$ cat src/rtl/seven_seg_scan_ctrl_if.sv
// Bus between the score/game logic and the seven-segment scan controller.
//   i_VALUE      packed nibbles, digit 0 in [3:0]
//   i_LOAD       1-cycle strobe capturing i_VALUE into the staging register
//   o_LOAD_ACK   1-cycle pulse when staging is committed to the display register
//   o_BINARY     nibble for the shared binary-to-7seg decoder
//   o_DIGIT_EN   one-hot active-high digit enable, or all zero
//   o_FRAME_DONE 1-cycle pulse after the last digit's slot completes
// master: value producer; slave: scan controller.
interface seven_seg_scan_ctrl_if #(
  parameter int unsigned NUM_DIGITS = 4
);
  logic [4*NUM_DIGITS-1:0] i_VALUE;
  logic                    i_LOAD;
  logic                    o_LOAD_ACK;
  logic [3:0]              o_BINARY;
  logic [NUM_DIGITS-1:0]   o_DIGIT_EN;
  logic                    o_FRAME_DONE;

  modport master (
    output i_VALUE,
    output i_LOAD,
    input  o_LOAD_ACK,
    input  o_BINARY,
    input  o_DIGIT_EN,
    input  o_FRAME_DONE
  );

  modport slave (
    input  i_VALUE,
    input  i_LOAD,
    output o_LOAD_ACK,
    output o_BINARY,
    output o_DIGIT_EN,
    output o_FRAME_DONE
  );
endinterface

$ cat src/rtl/seven_seg_scan_ctrl.sv
// Time-multiplexed scan controller for a multi-digit common-select 7-seg display.
// One decoder is shared across NUM_DIGITS digits. Each slot starts with BLANK_CLKS
// dead-time clocks (enables off, nibble already presented) followed by the drive phase.
// Loaded values are double-buffered and committed only at frame boundaries.
// Ports:
//   i_CLK  system clock, rising edge
//   i_RST  synchronous active-high reset
//   bus    seven_seg_scan_ctrl_if.slave (value/load in, decoder nibble, enables, pulses out)
// Optional feature macro: LEADING_ZERO_BLANK_EN -- when defined, digits above digit 0 whose
// nibble and all higher nibbles are zero keep their enable low during the drive phase.
module seven_seg_scan_ctrl #(
  parameter int unsigned NUM_DIGITS     = 4,
  parameter int unsigned CLKS_PER_DIGIT = 6250,
  parameter int unsigned BLANK_CLKS     = 25
) (
  input  logic                 i_CLK,
  input  logic                 i_RST,
  seven_seg_scan_ctrl_if.slave bus
);

  localparam int unsigned CntW = $clog2(CLKS_PER_DIGIT);
  localparam int unsigned IdxW = $clog2(NUM_DIGITS);
  localparam int unsigned ValW = 4 * NUM_DIGITS;

  localparam logic [CntW-1:0] BlankLast = CntW'(BLANK_CLKS - 1);
  localparam logic [CntW-1:0] SlotLast  = CntW'(CLKS_PER_DIGIT - 1);
  localparam logic [IdxW-1:0] IdxLast   = IdxW'(NUM_DIGITS - 1);

  typedef enum logic [0:0] {StBlank, StDrive} state_e;

  state_e                state_q, state_d;
  logic [CntW-1:0]       cnt_q, cnt_d;
  logic [IdxW-1:0]       idx_q, idx_d;
  logic [ValW-1:0]       display_q, display_d;
  logic [ValW-1:0]       staging_q, staging_d;
  logic                  pending_q, pending_d;
  logic [3:0]            binary_q, binary_d;
  logic [NUM_DIGITS-1:0] en_q, en_d;
  logic                  ack_q, ack_d;
  logic                  fd_q, fd_d;
  logic                  wrap, commit;
  logic [NUM_DIGITS-1:0] blank_mask;

  // Slot sequencing and load/commit bookkeeping.
  always_comb begin
    state_d   = state_q;
    cnt_d     = cnt_q + 1'b1;
    idx_d     = idx_q;
    display_d = display_q;
    staging_d = staging_q;
    pending_d = pending_q;
    wrap      = 1'b0;
    unique case (state_q)
      StBlank: begin
        if (cnt_q == BlankLast) state_d = StDrive;
      end
      StDrive: begin
        if (cnt_q == SlotLast) begin
          state_d = StBlank;
          cnt_d   = '0;
          if (idx_q == IdxLast) begin
            idx_d = '0;
            wrap  = 1'b1;
          end else begin
            idx_d = idx_q + 1'b1;
          end
        end
      end
      default: state_d = StBlank;
    endcase
    commit = wrap & pending_q;
    if (commit) begin
      display_d = staging_q;
      pending_d = 1'b0;
    end
    // Applied after the commit so a load in the boundary cycle stays pending for next frame.
    if (bus.i_LOAD) begin
      staging_d = bus.i_VALUE;
      pending_d = 1'b1;
    end
  end

`ifdef LEADING_ZERO_BLANK_EN
  logic zero_above;
  // Mask follows the value being displayed, so it changes only at a commit.
  always_comb begin
    blank_mask = '0;
    zero_above = 1'b1;
    for (int k = NUM_DIGITS - 1; k >= 1; k--) begin
      zero_above    = zero_above & (display_d[4*k +: 4] == 4'h0);
      blank_mask[k] = zero_above;
    end
  end
`else
  assign blank_mask = '0;
`endif

  // Outputs are registered from next-state so they line up with the slot they describe.
  always_comb begin
    binary_d = display_d[4*idx_d +: 4];
    en_d     = '0;
    if (state_d == StDrive && !blank_mask[idx_d]) en_d = NUM_DIGITS'(1) << idx_d;
    ack_d    = commit;
    fd_d     = wrap;
  end

  always_ff @(posedge i_CLK) begin
    if (i_RST) begin
      state_q   <= StBlank;
      cnt_q     <= '0;
      idx_q     <= '0;
      display_q <= '0;
      staging_q <= '0;
      pending_q <= 1'b0;
      binary_q  <= '0;
      en_q      <= '0;
      ack_q     <= 1'b0;
      fd_q      <= 1'b0;
    end else begin
      state_q   <= state_d;
      cnt_q     <= cnt_d;
      idx_q     <= idx_d;
      display_q <= display_d;
      staging_q <= staging_d;
      pending_q <= pending_d;
      binary_q  <= binary_d;
      en_q      <= en_d;
      ack_q     <= ack_d;
      fd_q      <= fd_d;
    end
  end

  assign bus.o_BINARY     = binary_q;
  assign bus.o_DIGIT_EN   = en_q;
  assign bus.o_LOAD_ACK   = ack_q;
  assign bus.o_FRAME_DONE = fd_q;

endmodule

$ cat src/flat_wrapper.sv
// flat-port wrapper written by rule: the top's interface ports become plain ports
module seven_seg_scan_ctrl_flat 
#(
  parameter int unsigned NUM_DIGITS     = 4,
  parameter int unsigned CLKS_PER_DIGIT = 6250,
  parameter int unsigned BLANK_CLKS     = 25
)
  (i_CLK, i_RST, bus_i_VALUE, bus_i_LOAD, bus_o_LOAD_ACK, bus_o_BINARY, bus_o_DIGIT_EN, bus_o_FRAME_DONE);
  seven_seg_scan_ctrl_if #(.NUM_DIGITS(NUM_DIGITS)) bus_i ();
  input  logic i_CLK;
  input  logic i_RST;
  input wire logic [$bits(bus_i.i_VALUE)-1:0] bus_i_VALUE;
  input wire logic [$bits(bus_i.i_LOAD)-1:0] bus_i_LOAD;
  output wire logic [$bits(bus_i.o_LOAD_ACK)-1:0] bus_o_LOAD_ACK;
  output wire logic [$bits(bus_i.o_BINARY)-1:0] bus_o_BINARY;
  output wire logic [$bits(bus_i.o_DIGIT_EN)-1:0] bus_o_DIGIT_EN;
  output wire logic [$bits(bus_i.o_FRAME_DONE)-1:0] bus_o_FRAME_DONE;
  assign bus_i.i_VALUE = bus_i_VALUE;
  assign bus_i.i_LOAD = bus_i_LOAD;
  assign bus_o_LOAD_ACK = bus_i.o_LOAD_ACK;
  assign bus_o_BINARY = bus_i.o_BINARY;
  assign bus_o_DIGIT_EN = bus_i.o_DIGIT_EN;
  assign bus_o_FRAME_DONE = bus_i.o_FRAME_DONE;
  seven_seg_scan_ctrl #(.NUM_DIGITS(NUM_DIGITS), .CLKS_PER_DIGIT(CLKS_PER_DIGIT), .BLANK_CLKS(BLANK_CLKS)) u_core (.i_CLK(i_CLK), .i_RST(i_RST), .bus(bus_i));
endmodule
$ cat config.mk
export PLATFORM = sky130hd
export DESIGN_NAME = seven_seg_scan_ctrl_flat
export DESIGN_NICKNAME = d
export VERILOG_FILES = /design/src/rtl/seven_seg_scan_ctrl_if.sv /design/src/rtl/seven_seg_scan_ctrl.sv /design/src/flat_wrapper.sv
export SDC_FILE = /design/constraint.sdc
export NUM_CORES = 1
export LEC_CHECK = 0
export CORE_MARGIN = 5
export CORE_UTILIZATION = 60
export CTS_BUF_LIST = sky130_fd_sc_hd__clkbuf_16
export CTS_CLUSTER_SIZE = 28
export DETAILED_ROUTE_END_ITERATION = 7
export DONT_BUFFER_PORTS = 1
export GPL_TIMING_DRIVEN = 0
export PLACE_DENSITY_LB_ADDON = 0.05
export SLEW_MARGIN = 20
export SYNTH_ARGS = -nofsm -noshare
export SYNTH_HDL_FRONTEND = slang
export SYNTH_SLANG_ARGS = --single-unit
$ cat constraint.sdc
create_clock -name i_CLK -period 6.1 [get_ports i_CLK]
set_input_delay 1.83 -clock i_CLK [delete_from_list [all_inputs] [get_ports i_CLK]]
set_output_delay 1.83 -clock i_CLK [all_outputs]
set_load 0.02 [all_outputs]
==> reports/metrics.yaml, run 1 <==
synth_area_leaders: "dfxtp_1, mux2i_1, nand2_1"
tns_ns: 0
drive_gt1_share_pct: 12.9
cp_max_fo: 10
endpoint_kind: "flip-flop"
critPathLaunch: "bus_i_LOAD"
drtPass1Iterations: 4
dpl.hpwl_um: 4000
syn_inst: 295
fin_util_pct: 68.5
multi_input_area_mm2: 0.00136
cts_setup_buffers: 0
ys_warn_count: 0
grt-ovfl-total: 0
grt_util_all_layers_pct: 20.5
hp-class: "flip-flop to flip-flop"
antenna_cells: 0
ctsResizeCount: 0
synth_nets: 318
nets: 329
core_mm2: 0.00432
finClkSkew_ns: 0.00582
port_buffers: 0
rrSetupSlack_ns: 3.87
grtUsageMet1_pct: 26.5
synth_top_area_share_pct: 44.6
synth.avg_cell_area_um2: 8.97
viasPerCell: 5.87
grt_pass1_wl_um: 9600
layout_min_cycle_time_ns: 2.97
die_y_um: 76.4
max_stage_delay_ns: 0.61
tightest_slew_ns: 0.719
pin_count: 29
ff2ff_path_depth: 6
hold_end: "u_core.display_q[13]"
power.total_uw: 853
status: "finished, final reports clean"
nFillCells: 364
use_met3_pct: 6.15
finalCritPeriodShare_pct: 48.6
fin_area_mm2: 0.00296
area_growth_pct: 11.9
seq_area_mm2: 0.00118
slew_viol_final: 0
grt_max_degree: 11
cts_tree: "done"
start_util_pct: 61.2
synth_flop_cell: "dfxtp_1"
finalSetupViolCount: 0
synth-edff-count: 0
num_rows: 24
drc: 0
r2r-start: "u_core.cnt_q[0]"
drtAntennaViolNets: 0
clock-sinks: 59
critPathBufInv: 2
start_kind: "input pin"
routabilityCongestion: 0.848
p_leak_nw: 1.09
crit_slowest_cell: "clkbuf_1"
worstReg2RegEnd: "u_core.bus.o_BINARY[2]"
synth_most_common_cell: "dfxtp_1"
placed_area_mm2: 0.00271
numCtsBuffers: 9
critPathKind: "input pin to flip-flop"
die_area_mm2: 0.00584
grt-busiest-layer: "met2"
fp.dieW_um: 76.4
final_hold_viol_count: 0
syn_area_mm2: 0.00265
cts_root_buf: "clkbuf_16"
hold_buffers: 0
yosys.area.top_type: "dfxtp_1"
path_common_cell: "clkbuf_1"
cts_max_level: 3
peakVddDrop_v: 0.000219
min_from: "u_core.staging_q[13]"
antenna_found_initial: 0
rsz0062_at_grt: "no"
via_count: 2124
synthArstFlopShare_pct: 0
crit_arrival_ns: 3.16
worstSkewPairLatency_ns: 0.32
ys_seq_area_share_pct: 44.6
pwr_density_cell_mw_per_mm2: 288
synth_commonest_cells: "dfxtp_1, nand2_1, nor2_1"
met2_usage_pct: 30.8
ys_ff_latch: 59
wl_per_cell_um: 15.7
drt_wl_total_um: 5690
clockBufferDepth: 2
relSlewSlack_pct: 52.1
min_path_cells: 2
cp_cell_sequence: "clkbuf_1 > clkbuf_1 > mux2i_1 > nor2_1"
first_iter_violations: 141
cap_violations: 0
crit_family: "buffers and inverters"
path_clk_slew_ns: 0.05
yosysUniqueCellTypes: 42
required_ns: 6.30
grt_pass1_vias: 2023
fmax_ghz: 0.337
[worst min-delay path, cell delays in order (launching register included)]
cell and delay (ns):
dfxtp_1 0.30, nand2_1 0.05, a21oi_1 0.05
[power by group]
part	internal, mW	total (mW)	switching [mW]	leakage, nW
Sequential	0.395	0.402	0.00747	0.479
Combinational	0.0117	0.0277	0.0160	0.481
Clock	0.264	0.423	0.159	0.129
[layout make-up]
class,instances,area share [%]
plain buffers,18,3.00
clock buffers,9,7.60
clock inverters,6,0.845
inverters,6,0.760
multi-input cells,212,45.7
flip-flops and latches,59,39.9
well taps,52,2.20
[routing by layer]
| metal | up-vias | wire [um] |
|---|---|---|
| li1 | 1068 | - |
| met2 | 62 | 2520 |
| met3 | 15 | 292 |
| met4 | 0 | 165 |
| met1 | 979 | 2710 |
| met5 | - | 0 |
[how the worst max path moves through the flow]
| stage | end | slack (ns) | cells after the start |
|---|---|---|---|
| global placement | u_core.staging_q[14] | 2.82 | 4 |
| global route | u_core.staging_q[7] | 2.99 | 4 |
| finish | u_core.staging_q[10] | 3.13 | 4 |
| detailed placement | u_core.staging_q[10] | 2.79 | 4 |
| floorplan | u_core.staging_q[10] | 3.06 | 4 |
| CTS | u_core.staging_q[10] | 3.13 | 4 |
[placed cells by master, fill, tap and decap left out, types with 2 or more instances in the layout]
cell type / count
mux2i_1: 16
o22ai_1: 10
dfxtp_1: 59
o31ai_1: 2
nand2_1: 39
o221ai_1: 2
o221ai_2: 4
nand3b_1: 2
clkbuf_16: 9
clkbuf_1: 10
inv_1: 7
nand3_1: 12
o32a_1: 2
mux2_2: 12
a21oi_1: 24
nand4_1: 2
clkinv_2: 2
nand2b_1: 2
nor4b_1: 2
or3_1: 3
nor2_1: 31
nor3_1: 6
a211oi_1: 2
buf_6: 2
clkinv_1: 3
and3_1: 3
xnor2_1: 3
xor2_1: 6
nor4_1: 5
ha_1: 4
o21ai_0: 6
buf_2: 5
[cells by family after synthesis]
logic type / Yosys count / synth area share (%)
AOI/OAI and AO/OA: 56 / 13.9
xor gates and xnor gates: 9 / 2.98
adders and majority gates: 4 / 1.89
buffers and inverters: 24 / 4.21
DFF: 59 / 44.6
muxes: 28 / 11.2
and+or+nand+nor: 115 / 21.2
[stage by stage]
step / cells / worst slack (ns) / hold slack [ns]
floorplan: 295 / 3.06 / 0.431
global placement: 347 / 2.82 / 0.441
detailed placement: 347 / 2.79 / 0.446
CTS: 362 / 3.13 / 0.454
global route: 362 / 2.99 / 0.472
finish: 362 / 3.13 / 0.454
[registers in the layout, indices dropped and copies added (netlist names)]
| name | cells |
|---|---|
| u_core.bus.o_BINARY | 4 |
| u_core.bus.o_DIGIT_EN | 4 |
| u_core.bus.o_FRAME_DONE | 1 |
| u_core.bus.o_LOAD_ACK | 1 |
| u_core.cnt_q | 13 |
| u_core.display_q | 16 |
| u_core.idx_q | 2 |
| u_core.pending_q | 1 |
| u_core.staging_q | 16 |
| u_core.state_q | 1 |
No activity file was read; power rests on OpenSTA's default activity.
==> run 2, diff against run 1 <==
==> constraint.sdc (replaced) <==
create_clock -name i_CLK -period 2.95 [get_ports i_CLK]
set_input_delay 0.885 -clock i_CLK [delete_from_list [all_inputs] [get_ports i_CLK]]
set_output_delay 0.885 -clock i_CLK [all_outputs]
set_load 0.02 [all_outputs]
==> results of run 2 <==
Same layout as run 1 (identical final DEF). Status: finished, final reports clean.
Main changes from that run: setup slack after placement 2.79 ns -> 0.583 ns; setup slack after layout 3.13 ns -> 0.720 ns; start point of the critical path bus_i_LOAD -> u_core.cnt_q[0]; end point of the critical path u_core.staging_q[10] -> u_core.bus.o_BINARY[2]; register-to-register setup slack 3.87 ns -> 0.72 ns; total power 0.853 mW -> 1.76 mW; worst IR drop on VDD 0.000219 V -> 0.000454 V
